File: src/rtl/exp_engine.sv
// -----------------------------------------------------------------------------
// exp_engine
//   Computes a^n for unsigned a, n after a start request. Each request picks
//   its algorithm: repeated multiplication (linear, n multiply cycles) or
//   right-to-left square-and-multiply (bit-length-of-n multiply cycles).
//   Reports overflow of the true mathematical result and the number of
//   multiply cycles used, so both algorithms can be compared in one instance.
//
//   Build option:
//     EXP_SATURATE_EN  defined    -> result_o = all ones whenever ovf is set
//                      undefined  -> result_o = a^n mod 2^OUT_W
//
//   Parameters:
//     IN_W   width of base and exponent
//     OUT_W  width of result (OUT_W >= IN_W)
//
//   Ports:
//     clk       system clock, rising edge
//     rst       asynchronous reset, active low
//     go_i      start request, sampled only in IDLE
//     a_i       base (unsigned)
//     n_i       exponent (unsigned)
//     mode_i    0 = linear, 1 = square-and-multiply
//     busy_o    computation in progress
//     done_o    result available, waiting for go_i to drop
//     result_o  a^n (wrapped or saturated)
//     ovf_o     true a^n >= 2^OUT_W
//     cycles_o  multiply cycles used by the last request
// -----------------------------------------------------------------------------
module exp_engine #(
    parameter int IN_W  = 8,
    parameter int OUT_W = 16
) (
    input  logic             clk,
    input  logic             rst,
    input  logic             go_i,
    input  logic [IN_W-1:0]  a_i,
    input  logic [IN_W-1:0]  n_i,
    input  logic             mode_i,
    output logic             busy_o,
    output logic             done_o,
    output logic [OUT_W-1:0] result_o,
    output logic             ovf_o,
    output logic [IN_W-1:0]  cycles_o
);

    localparam int PW = 2 * OUT_W;

    typedef enum logic [1:0] {
        S_IDLE = 2'd0,
        S_RUN  = 2'd1,
        S_DONE = 2'd2
    } state_t;

    state_t           r_state;
    state_t           w_state_nxt;

    logic [OUT_W-1:0] r_acc;
    logic [OUT_W-1:0] r_base;
    logic [IN_W-1:0]  r_e;
    logic [IN_W-1:0]  r_cycles;
    logic             r_mode;
    logic             r_ovf;
    logic             r_base_ovf;
    logic [OUT_W-1:0] r_result;
    logic             r_ovf_o;
    logic [IN_W-1:0]  r_cycles_o;

    logic [PW-1:0]    w_acc_prod;
    logic [PW-1:0]    w_sq_prod;
    logic             w_use_mul;
    logic [OUT_W-1:0] w_result_fin;

    // Full-width products; the upper halves are the overflow indicators.
    assign w_acc_prod = PW'(r_acc) * PW'(r_base);
    assign w_sq_prod  = PW'(r_base) * PW'(r_base);

    // Linear mode multiplies every step; square-and-multiply only on set bits.
    assign w_use_mul  = !r_mode || r_e[0];

`ifdef EXP_SATURATE_EN
    assign w_result_fin = r_ovf ? {OUT_W{1'b1}} : r_acc;
`else
    assign w_result_fin = r_acc;
`endif

    always_ff @(posedge clk or negedge rst) begin
        if (!rst) begin
            r_state <= S_IDLE;
        end else begin
            r_state <= w_state_nxt;
        end
    end

    always_comb begin
        w_state_nxt = r_state;
        case (r_state)
            S_IDLE: if (go_i)      w_state_nxt = S_RUN;
            S_RUN:  if (r_e == '0) w_state_nxt = S_DONE;
            // Holding go_i high parks here, so a held request never retriggers.
            S_DONE: if (!go_i)     w_state_nxt = S_IDLE;
            default:               w_state_nxt = S_IDLE;
        endcase
    end

    always_ff @(posedge clk or negedge rst) begin
        if (!rst) begin
            r_acc      <= '0;
            r_base     <= '0;
            r_e        <= '0;
            r_cycles   <= '0;
            r_mode     <= 1'b0;
            r_ovf      <= 1'b0;
            r_base_ovf <= 1'b0;
            r_result   <= '0;
            r_ovf_o    <= 1'b0;
            r_cycles_o <= '0;
        end else begin
            case (r_state)
                S_IDLE: begin
                    if (go_i) begin
                        r_acc      <= OUT_W'(1);
                        r_base     <= OUT_W'(a_i);
                        r_e        <= n_i;
                        r_mode     <= mode_i;
                        r_cycles   <= '0;
                        r_ovf      <= 1'b0;
                        r_base_ovf <= 1'b0;
                        r_result   <= '0;
                        r_ovf_o    <= 1'b0;
                        r_cycles_o <= '0;
                    end
                end
                S_RUN: begin
                    if (r_e != '0) begin
                        r_cycles <= r_cycles + IN_W'(1);
                        if (w_use_mul) begin
                            r_acc <= w_acc_prod[OUT_W-1:0];
                            // An overflowed base folded into acc means the true
                            // result is already >= 2^OUT_W (base is never 0 then).
                            if (w_acc_prod[PW-1:OUT_W] != '0 || r_base_ovf)
                                r_ovf <= 1'b1;
                        end
                        if (r_mode) begin
                            r_base <= w_sq_prod[OUT_W-1:0];
                            // Harmless unless this base is multiplied in later.
                            if (w_sq_prod[PW-1:OUT_W] != '0)
                                r_base_ovf <= 1'b1;
                            r_e <= r_e >> 1;
                        end else begin
                            r_e <= r_e - IN_W'(1);
                        end
                    end else begin
                        r_result   <= w_result_fin;
                        r_ovf_o    <= r_ovf;
                        r_cycles_o <= r_cycles;
                    end
                end
                default: ;
            endcase
        end
    end

    assign busy_o   = (r_state == S_RUN);
    assign done_o   = (r_state == S_DONE);
    assign result_o = r_result;
    assign ovf_o    = r_ovf_o;
    assign cycles_o = r_cycles_o;

endmodule

File: config.mk
export PLATFORM = sky130hd
export DESIGN_NAME = exp_engine
export DESIGN_NICKNAME = d
export VERILOG_FILES = /design/src/rtl/exp_engine.sv
export SDC_FILE = /design/constraint.sdc
export NUM_CORES = 1
export LEC_CHECK = 0
export CAP_MARGIN = 20
export CELL_PAD_IN_SITES_DETAIL_PLACEMENT = 0
export CELL_PAD_IN_SITES_GLOBAL_PLACEMENT = 2
export CORE_MARGIN = 3
export CORE_UTILIZATION = 37
export DETAILED_ROUTE_END_ITERATION = 12
export PLACE_DENSITY_LB_ADDON = 0.1
export SYNTH_ARGS = -nofsm -noshare
export SYNTH_HDL_FRONTEND = slang
export SYNTH_SLANG_ARGS = --single-unit
File: constraint.sdc
create_clock -name clk -period 6.3 [get_ports clk]
set_clock_uncertainty 0.1 [all_clocks]
set_input_delay 0.945 -clock clk [delete_from_list [all_inputs] [get_ports clk]]
set_output_delay 0.945 -clock clk [all_outputs]
set_load 0.05 [all_outputs]
==> impl_metrics.env, run 1 <==
export IMPL_clk_pin_slew_ps=80
export IMPL_outcome="finished clean"
export IMPL_fin_crit_ps=6210
export IMPL_synth_warnings=0
export IMPL_dp_cells=3049
export IMPL_cts_tree="built"
export IMPL_critPathMaxFanout=7
export IMPL_design_core_area_sq_um=51600
export IMPL_critPathLaunchType="flip-flop"
export IMPL_hold_class="input pin to async pin"
export IMPL_routedWlPerCell_microns=17.0
export IMPL_netlist_area_sq_um=19400
export IMPL_r2r_end="r_base_ovf"
export IMPL_r2r_cells=23
export IMPL_worst_slew_pin_slew_ps=899
export IMPL_max_slew_margin=0.399
export IMPL_initial_utilization=0.376
export IMPL_grt_max_degree=56
export IMPL_rsz0062_at_grt="true"
export IMPL_synth_cells=2221
export IMPL_layout_nets=2984
export IMPL_ys_seq_area_frac=0.101
export IMPL_avgSynthCellArea_sq_um=8.74
export IMPL_critPathMaxStageDelay_ps=530
export IMPL_rows=83
export IMPL_maxCapViolations=0
export IMPL_place_congestion=0.859
export IMPL_drive_gt1_frac=0.139
export IMPL_synth_ff_type="dfrtp_1"
export IMPL_grt_overflow_total=0
export IMPL_dieWidth_microns=235
export IMPL_antenna_found_initial=1
export IMPL_synthToLayoutAreaGrowth_pct=17.8
export IMPL_worstPathCellList="buf_6 > buf_4 > nand2_1 > fa_1 > fa_1 > fa_1 > inv_1 > fa_1 > fa_1 > inv_1 > fa_1 > inv_1 > ha_1 > buf_4 > nand2_1 > nor3_2 > nand3_2 > a41oi_4 > mux2i_1 > a21oi_1 > a31o_2 > a211oi_2 > a21oi_1"
export IMPL_ys_seq_elements=78
export IMPL_cp_common_cell="fa_1"
export IMPL_cp_top_family="adder cells"
export IMPL_multi_input_area_sq_um=15700
export IMPL_crit_type="flip-flop to flip-flop"
export IMPL_fin_crit_sh=0.986
export IMPL_drc=0
export IMPL_r2r_slack_ps=90
export IMPL_cts_htree_levels=3
export IMPL_postRouteWirelength_mm=52.4
export IMPL_fmax_ghz=0.161
export IMPL_via_per_inst=4.93
export IMPL_grt_pass1_vias=16400
export IMPL_hold_violations=0
export IMPL_dr_first_iter_drc_count=645
export IMPL_insertion_delay_ps=370
export IMPL_fill_cells=5206
export IMPL_synth_edf_count=0
export IMPL_antennaDiodeCount=0
export IMPL_num_io_pins=47
export IMPL_cp_arrival_ps=6350
export IMPL_cp_buffers_inverters=6
export IMPL_synth_distinct_cells=72
export IMPL_hpwl_mm=44.2
export IMPL_slowest_stage="fa_1"
export IMPL_first_pass_iters=5
export IMPL_endpoint_kind="flip-flop"
export IMPL_die_h_microns=235
export IMPL_grt_total_usage=0.197
export IMPL_synthArstFlopShare=1.00
export IMPL_syn_nets=2802
export IMPL_setup_viol=0
export IMPL_worstPathRequired_ps=6440
export IMPL_clkSinkCount=78
export IMPL_reg2reg_from="r_base[1]"
export IMPL_die_area_sq_um=55200
export IMPL_regArea_sq_um=1970
export IMPL_final_max_slew_viol_count=0
export IMPL_tritoncts_num_buffers=9
export IMPL_final_cells=3088
export IMPL_io_buffer_count=46
export IMPL_vias=15200
export IMPL_postRouteAntennaNets=0
export IMPL_ctsRootBufferMaster="clkbuf_16"
export IMPL_cts_max_path_buffers=2
export IMPL_grt_pass1_wl_mm=87.9
[repair_timing]
action,CTS,global route
setup endpoints to repair,3,3
cloned,0,1
setup buffers,13,9
hold buffers,0,0
gates resized for setup,36,65
pin swaps,15,28
[placed cells by master, fill, tap and decap left out, drive strengths merged, types with 6 or more instances in the layout]
cell and n:
fa 360, nor2b 8, a21o 30, xor2 19, o2111ai 6, ha 201
buf 228, nand2 320, clkdlybuf4s50 45, and2 180, o211ai 11, a211oi 7
o21a 10, clkbuf 10, o21ai 86, xnor2 30, and3 12, a21oi 74
nand2b 10, nor2 76, nand4 7, dfrtp 78, or3 10, inv 454
nand3 30, a31oi 10, nor3 12, a22o 13
[sequential cells by signal, indices dropped and copies added (netlist names)]
signal and flops:
r_acc 16, r_base 16, result_o 16, cycles_o 8, r_cycles 8, r_e 8
r_state 2, ovf_o 1, r_base_ovf 1, r_mode 1, r_ovf 1
[cells by family after synthesis]
| logic type | share of synthesized area |
|---|---|
| buf+inv | 0.107 |
| simple gates | 0.169 |
| fa+ha+maj | 0.501 |
| mux | 0.00322 |
| compound gates | 0.0973 |
| flops | 0.101 |
| xor+xnor | 0.0221 |
[how the worst max path moves through the flow]
stage,start,to,slack [ps],cells after the start
6_report,r_base[1],r_base_ovf,90,23
5_1_grt,r_base[1],r_base_ovf,-190,22
4_1_cts,r_base[4],r_ovf,-50,22
3_5_place_dp,r_base[6],r_base_ovf,-390,22
3_3_place_gp,r_base[2],r_base_ovf,-490,22
2_1_floorplan,r_base[6],r_base_ovf,10,22
[layer usage]
| layer | vias up | wire, microns | GRT usage |
|---|---|---|---|
| met3 | 35 | 1310 | 0.0154 |
| met5 | - | 13 | 0 |
| met4 | 2 | 770 | 0.0386 |
| met2 | 177 | 26400 | 0.342 |
| met1 | 7757 | 23900 | 0.273 |
| li1 | 7250 | - | - |
[per-stage QoR]
step	area, sq um	TNS, ps	hold slack (ps)	setup slack (ps)	util
global route	22900	-290	394	-188	0.443
CTS	22500	-94.7	370	-49.2	0.436
global placement	21900	-838	361	-486	0.425
floorplan	19400	0	383	11.2	-
detailed placement	21900	-699	372	-389	0.425
finish	22900	0	379	87.8	0.443
[Yosys cell counts (29+ instances only)]
cell	instances	area share
a21o_1	29	0.011
a21oi_1	74	0.019
and2_1	179	0.058
clkbuf_1	100	0.019
dfrtp_1	78	0.10
fa_1	360	0.37
ha_1	201	0.13
inv_1	450	0.087
nand2_1	319	0.062
nand3_1	29	0.0075
nor2_1	74	0.014
o21ai_0	79	0.020
xnor2_1	30	0.014
[cell type report]
cell class | count | area share
Clock inverter | 7 | 0.00350
Clock buffer | 9 | 0.00985
Inverter | 450 | 0.0739
Sequential cell | 78 | 0.0860
Tap cell | 680 | 0.0372
Timing Repair Buffer | 274 | 0.102
Multi-Input combinational cell | 1590 | 0.688
Power of run 1 is left out: the tool's default activity adds up to more than one toggle a clock period on the data nets, which glitch-free logic cannot reach.
==> run 2: changes to the inputs <==
--- a/config.mk
+++ b/config.mk
@@ -12,6 +12,7 @@
 export CORE_UTILIZATION = 37
 export DETAILED_ROUTE_END_ITERATION = 12
 export PLACE_DENSITY_LB_ADDON = 0.1
+export REMOVE_ABC_BUFFERS = 1
 export SYNTH_ARGS = -nofsm -noshare
 export SYNTH_HDL_FRONTEND = slang
 export SYNTH_SLANG_ARGS = --single-unit
==> impl_metrics.env, run 2 (same netlist as run 1, synthesis figures left out) <==
export IMPL_grtUsageMet2=0.371
export IMPL_critPathMaxStageDelay_ps=530
export IMPL_endpoint_kind="flip-flop"
export IMPL_clkSinkCount=78
export IMPL_clk_pin_slew_ps=80
export IMPL_setup_tns_final_ps=-137
export IMPL_cp_arrival_ps=6510
export IMPL_hold_violations=0
export IMPL_crit_type="flip-flop to flip-flop"
export IMPL_holdWs_ps=344
export IMPL_rsz0062_at_grt="true"
export IMPL_vias=15300
export IMPL_insertion_delay_ps=360
export IMPL_grt_pass1_vias=16700
export IMPL_layout_commonest_cell="inv_1"
export IMPL_hpwl_mm=45.9
export IMPL_violations="setup timing"
export IMPL_cp_common_cell="fa_1"
export IMPL_design_core_area_sq_um=51600
export IMPL_antenna_found_initial=2
export IMPL_slowest_stage="fa_1"
export IMPL_routedWlPerCell_microns=17.4
export IMPL_grtUsageMet3=0.0121
export IMPL_maxCapViolations=0
export IMPL_postRouteWirelength_mm=54.0
export IMPL_synthToLayoutAreaGrowth_pct=16.7
export IMPL_initial_utilization=0.376
export IMPL_busiest_layer="met2"
export IMPL_fmax_ghz=0.157
export IMPL_setup_ws_ps=-86.5
export IMPL_dr_first_iter_drc_count=753
export IMPL_final_cell_mix="inv_1, fa_1, nand2_1, buf_4, ha_1"
export IMPL_dieWidth_microns=235
export IMPL_globalRouteMet1Util=0.276
export IMPL_place_congestion=0.832
export IMPL_outcome="finished with violations"
export IMPL_cts_tree="built"
export IMPL_hold_class="input pin to async pin"
export IMPL_drive_gt1_frac=0.128
export IMPL_ctsRootBufferMaster="clkbuf_16"
export IMPL_antennaDiodeCount=0
export IMPL_grt_max_degree=65
export IMPL_final_max_slew_viol_count=0
export IMPL_worstPathRequired_ps=6430
export IMPL_io_buffer_count=46
export IMPL_first_pass_iters=5
export IMPL_critPathMaxFanout=8
export IMPL_cts_max_path_buffers=2
export IMPL_cts_htree_levels=3
export IMPL_grt_overflow_total=0
export IMPL_die_h_microns=235
export IMPL_die_area_sq_um=55200
export IMPL_fin_crit_ps=6390
export IMPL_via_per_inst=4.94
export IMPL_worst_slew_pin_slew_ps=1000
export IMPL_drc=0
export IMPL_rows=83
export IMPL_critPathLaunchType="flip-flop"
export IMPL_grt_total_usage=0.205
export IMPL_layout_nets=2990
export IMPL_max_slew_margin=0.334
export IMPL_fin_crit_sh=1.01
export IMPL_tritoncts_num_buffers=9
export IMPL_grt_pass1_wl_mm=90.6
export IMPL_num_io_pins=47
export IMPL_cts_hold_buf=0
export IMPL_postRouteAntennaNets=0
export IMPL_setup_viol=2
[run 2: changes by cell type in the layout (fill, tap and decap cells not counted), sizes merged]
cell / change
buf: +6
clkbuf: +1
clkinvlp: +1
inv: -2
[run 2: final cells by class]
class / count / area, sq um
clock buffers: 10 / 229
clock inverters: 6 / 67.6
fillers: 5226 / 29000
inverters: 450 / 1690
multi-input cells: 1590 / 15600
flip-flops and latches: 78 / 1960
well taps: 680 / 851
repair buffers: 280 / 2300
[run 2: worst paths after layout]
check                             from          end  slack (ps)  cells past startpoint
max                          r_base[4]        r_ovf         -90                     25
min                                rst     r_acc[8]         340                      1
max reg2reg                  r_base[4]        r_ovf         -90                     25
min reg2reg                result_o[2]  result_o[2]         380                      2
max in group asynchronous          rst    r_base[6]        4520                      2
min in group clk           result_o[2]  result_o[2]         380                      2
[run 2: metal layers]
metal	vias to the layer above	part of all wire	routed length (microns)
li1	7251	-	-
met1	7760	0.44	23900
met2	232	0.52	28000
met3	31	0.028	1510
met4	0	0.010	544
met5	-	0	0
[run 2: through the flow]
| step | instances | setup slack, ps | instance area, sq um | utilization |
|---|---|---|---|---|
| global placement | 3062 | -150 | 22000 | 0.426 |
| floorplan | 2118 | -40.2 | 19000 | - |
| finish | 3094 | -86.5 | 22700 | 0.439 |
| detailed placement | 3062 | -279 | 22000 | 0.426 |
| global route | 3094 | -348 | 22700 | 0.439 |
| CTS | 3089 | -68.2 | 22600 | 0.437 |
[run 2: repair_timing]
action	in CTS	in global routing
hold endpoints to repair	0	0
resized for setup	37	14
pin swaps	24	10
setup buffers	12	5
endpoints found under the setup margin	2	2
[run 2: critical path: cells and delay by family (launching register included)]
family | cells | cell delay (ps)
compound gates | 7 | 1250
fa+ha+maj | 7 | 3260
buf+inv | 8 | 750
flops | 1 | 430
simple gates | 3 | 480
Power of run 2 is left out for the same reason.
==> run 3: changes to the inputs <==
--- a/config.mk
+++ b/config.mk
@@ -9,8 +9,10 @@
 export CELL_PAD_IN_SITES_DETAIL_PLACEMENT = 0
 export CELL_PAD_IN_SITES_GLOBAL_PLACEMENT = 2
 export CORE_MARGIN = 3
-export CORE_UTILIZATION = 37
+export CORE_UTILIZATION = 38
+export CTS_CLUSTER_DIAMETER = 150
 export DETAILED_ROUTE_END_ITERATION = 12
+export DONT_BUFFER_PORTS = 1
 export PLACE_DENSITY_LB_ADDON = 0.1
 export REMOVE_ABC_BUFFERS = 1
 export SYNTH_ARGS = -nofsm -noshare
==> impl_metrics.env, run 3 (same netlist as run 1, synthesis figures left out) <==
export IMPL_place_congestion=0.820
export IMPL_endpoint_kind="flip-flop"
export IMPL_ctsRootBufferMaster="clkbuf_16"
export IMPL_crit_type="flip-flop to flip-flop"
export IMPL_clk_pin_slew_ps=80
export IMPL_worstPathCellList="buf_6 > buf_4 > nand2_4 > fa_1 > fa_1 > inv_1 > fa_1 > fa_1 > fa_1 > inv_2 > fa_1 > inv_2 > ha_4 > nand4_1 > o31ai_1 > a31oi_1 > buf_4 > a41oi_4 > mux2i_1 > a21oi_1 > a31o_2 > a211oi_2 > buf_4 > a21oi_2"
export IMPL_postRouteAntennaNets=0
export IMPL_die_h_microns=232
export IMPL_hpwl_mm=44.7
export IMPL_cp_arrival_ps=6500
export IMPL_setup_viol=2
export IMPL_max_slew_margin=0.288
export IMPL_io_buffer_count=0
export IMPL_holdWs_ps=163
export IMPL_clkSinkCount=78
export IMPL_layout_nets=2966
export IMPL_drc=0
export IMPL_synthToLayoutAreaGrowth_pct=16.4
export IMPL_grt_pass1_vias=16700
export IMPL_grt_max_degree=79
export IMPL_layout_commonest_cell="inv_1"
export IMPL_grt_pass1_wl_mm=89.4
export IMPL_critPathMaxStageDelay_ps=560
export IMPL_num_io_pins=47
export IMPL_final_max_slew_viol_count=0
export IMPL_drive_gt1_frac=0.157
export IMPL_insertion_delay_ps=370
export IMPL_setup_ws_ps=-45.3
export IMPL_hold_violations=0
export IMPL_cts_hold_buf=0
export IMPL_antenna_found_initial=2
export IMPL_pre_cts_ws_ps=-397
export IMPL_cp_top_family="adder cells"
export IMPL_design_core_area_sq_um=50300
export IMPL_critPathLaunchType="flip-flop"
export IMPL_slowest_stage="fa_1"
export IMPL_maxCapViolations=0
export IMPL_final_cell_mix="inv_1, fa_1, nand2_1, buf_4, ha_1"
export IMPL_tritoncts_num_buffers=9
export IMPL_cp_buffers_inverters=7
export IMPL_cts_tree="built"
export IMPL_cts_max_path_buffers=2
export IMPL_dr_first_iter_drc_count=613
export IMPL_worst_slew_pin_slew_ps=1070
export IMPL_setup_tns_final_ps=-74.6
export IMPL_fin_crit_ps=6350
export IMPL_rows=82
export IMPL_fmax_ghz=0.158
export IMPL_hold_class="input pin to async pin"
export IMPL_die_area_sq_um=53800
export IMPL_worstPathRequired_ps=6450
export IMPL_via_per_inst=4.96
export IMPL_cp_common_cell="fa_1"
export IMPL_first_pass_iters=5
export IMPL_postRouteWirelength_mm=53.6
export IMPL_fin_crit_sh=1.01
export IMPL_vias=15200
export IMPL_rsz0062_at_grt="true"
export IMPL_outcome="finished with violations"
export IMPL_initial_utilization=0.386
export IMPL_grt_overflow_total=0
export IMPL_cts_htree_levels=3
export IMPL_grt_total_usage=0.210
export IMPL_dieWidth_microns=232
export IMPL_critPathMaxFanout=6
export IMPL_violations="setup timing"
export IMPL_routedWlPerCell_microns=17.5
## run 3: cell types whose count changed in the layout (fill, tap and decap cells not counted), moves of 6 or more
cell / change
buf_6: +10
buf_4: +10
a21oi_1: -8
a21oi_2: +7
inv_2: +6
inv_1: -6
ha_1: -6
clkdlybuf4s50_1: -45
## run 3: layout make-up
type                    instances  area [sq um]
fillers                      5080         27700
clock inverters                 5          40.0
multi-input cells            1590         15700
repair buffers                256          2060
inverters                     450          1690
diodes                          1          2.50
flip-flops and latches         78          1970
clock buffers                  11           243
well taps                     672           841
## run 3: worst paths after layout
check	start	end	slack (ps)	cells after the start
setup / recovery	r_base[2]	r_base_ovf	-50	24
hold / removal	rst	r_ovf	160	0
setup reg to reg	r_base[2]	r_base_ovf	-50	24
hold reg to reg	r_e[5]	r_e[5]	450	2
max in group asynchronous	rst	r_base[15]	5780	0
min in group clk	r_e[5]	r_e[5]	450	2
## run 3: through the flow
step	cells	util	cell area, sq um
final	3063	0.449	22600
after global routing	3063	0.449	22600
after CTS	3050	0.441	22200
after detailed placement	3011	0.429	21600
after global placement	3011	0.429	21600
after floorplan	2118	-	19000
## run 3: timing repair
item | 4_1_cts | 5_1_grt
setup buffers | 22 | 12
gates cloned | 1 | 0
pin swaps | 23 | 41
gates resized for setup | 45 | 68
hold endpoints to repair | 0 | 0
endpoints found under the setup margin | 2 | 3
## run 3: metal layers
| layer | GRT usage | vias up | share of wire |
|---|---|---|---|
| met1 | 0.281 | 7776 | 0.45 |
| met3 | 0.0194 | 40 | 0.028 |
| met4 | 0.0428 | 2 | 0.016 |
| met5 | 0 | - | 0.00024 |
| li1 | - | 7202 | - |
| met2 | 0.371 | 179 | 0.51 |
Power of run 3 is left out for the same reason.
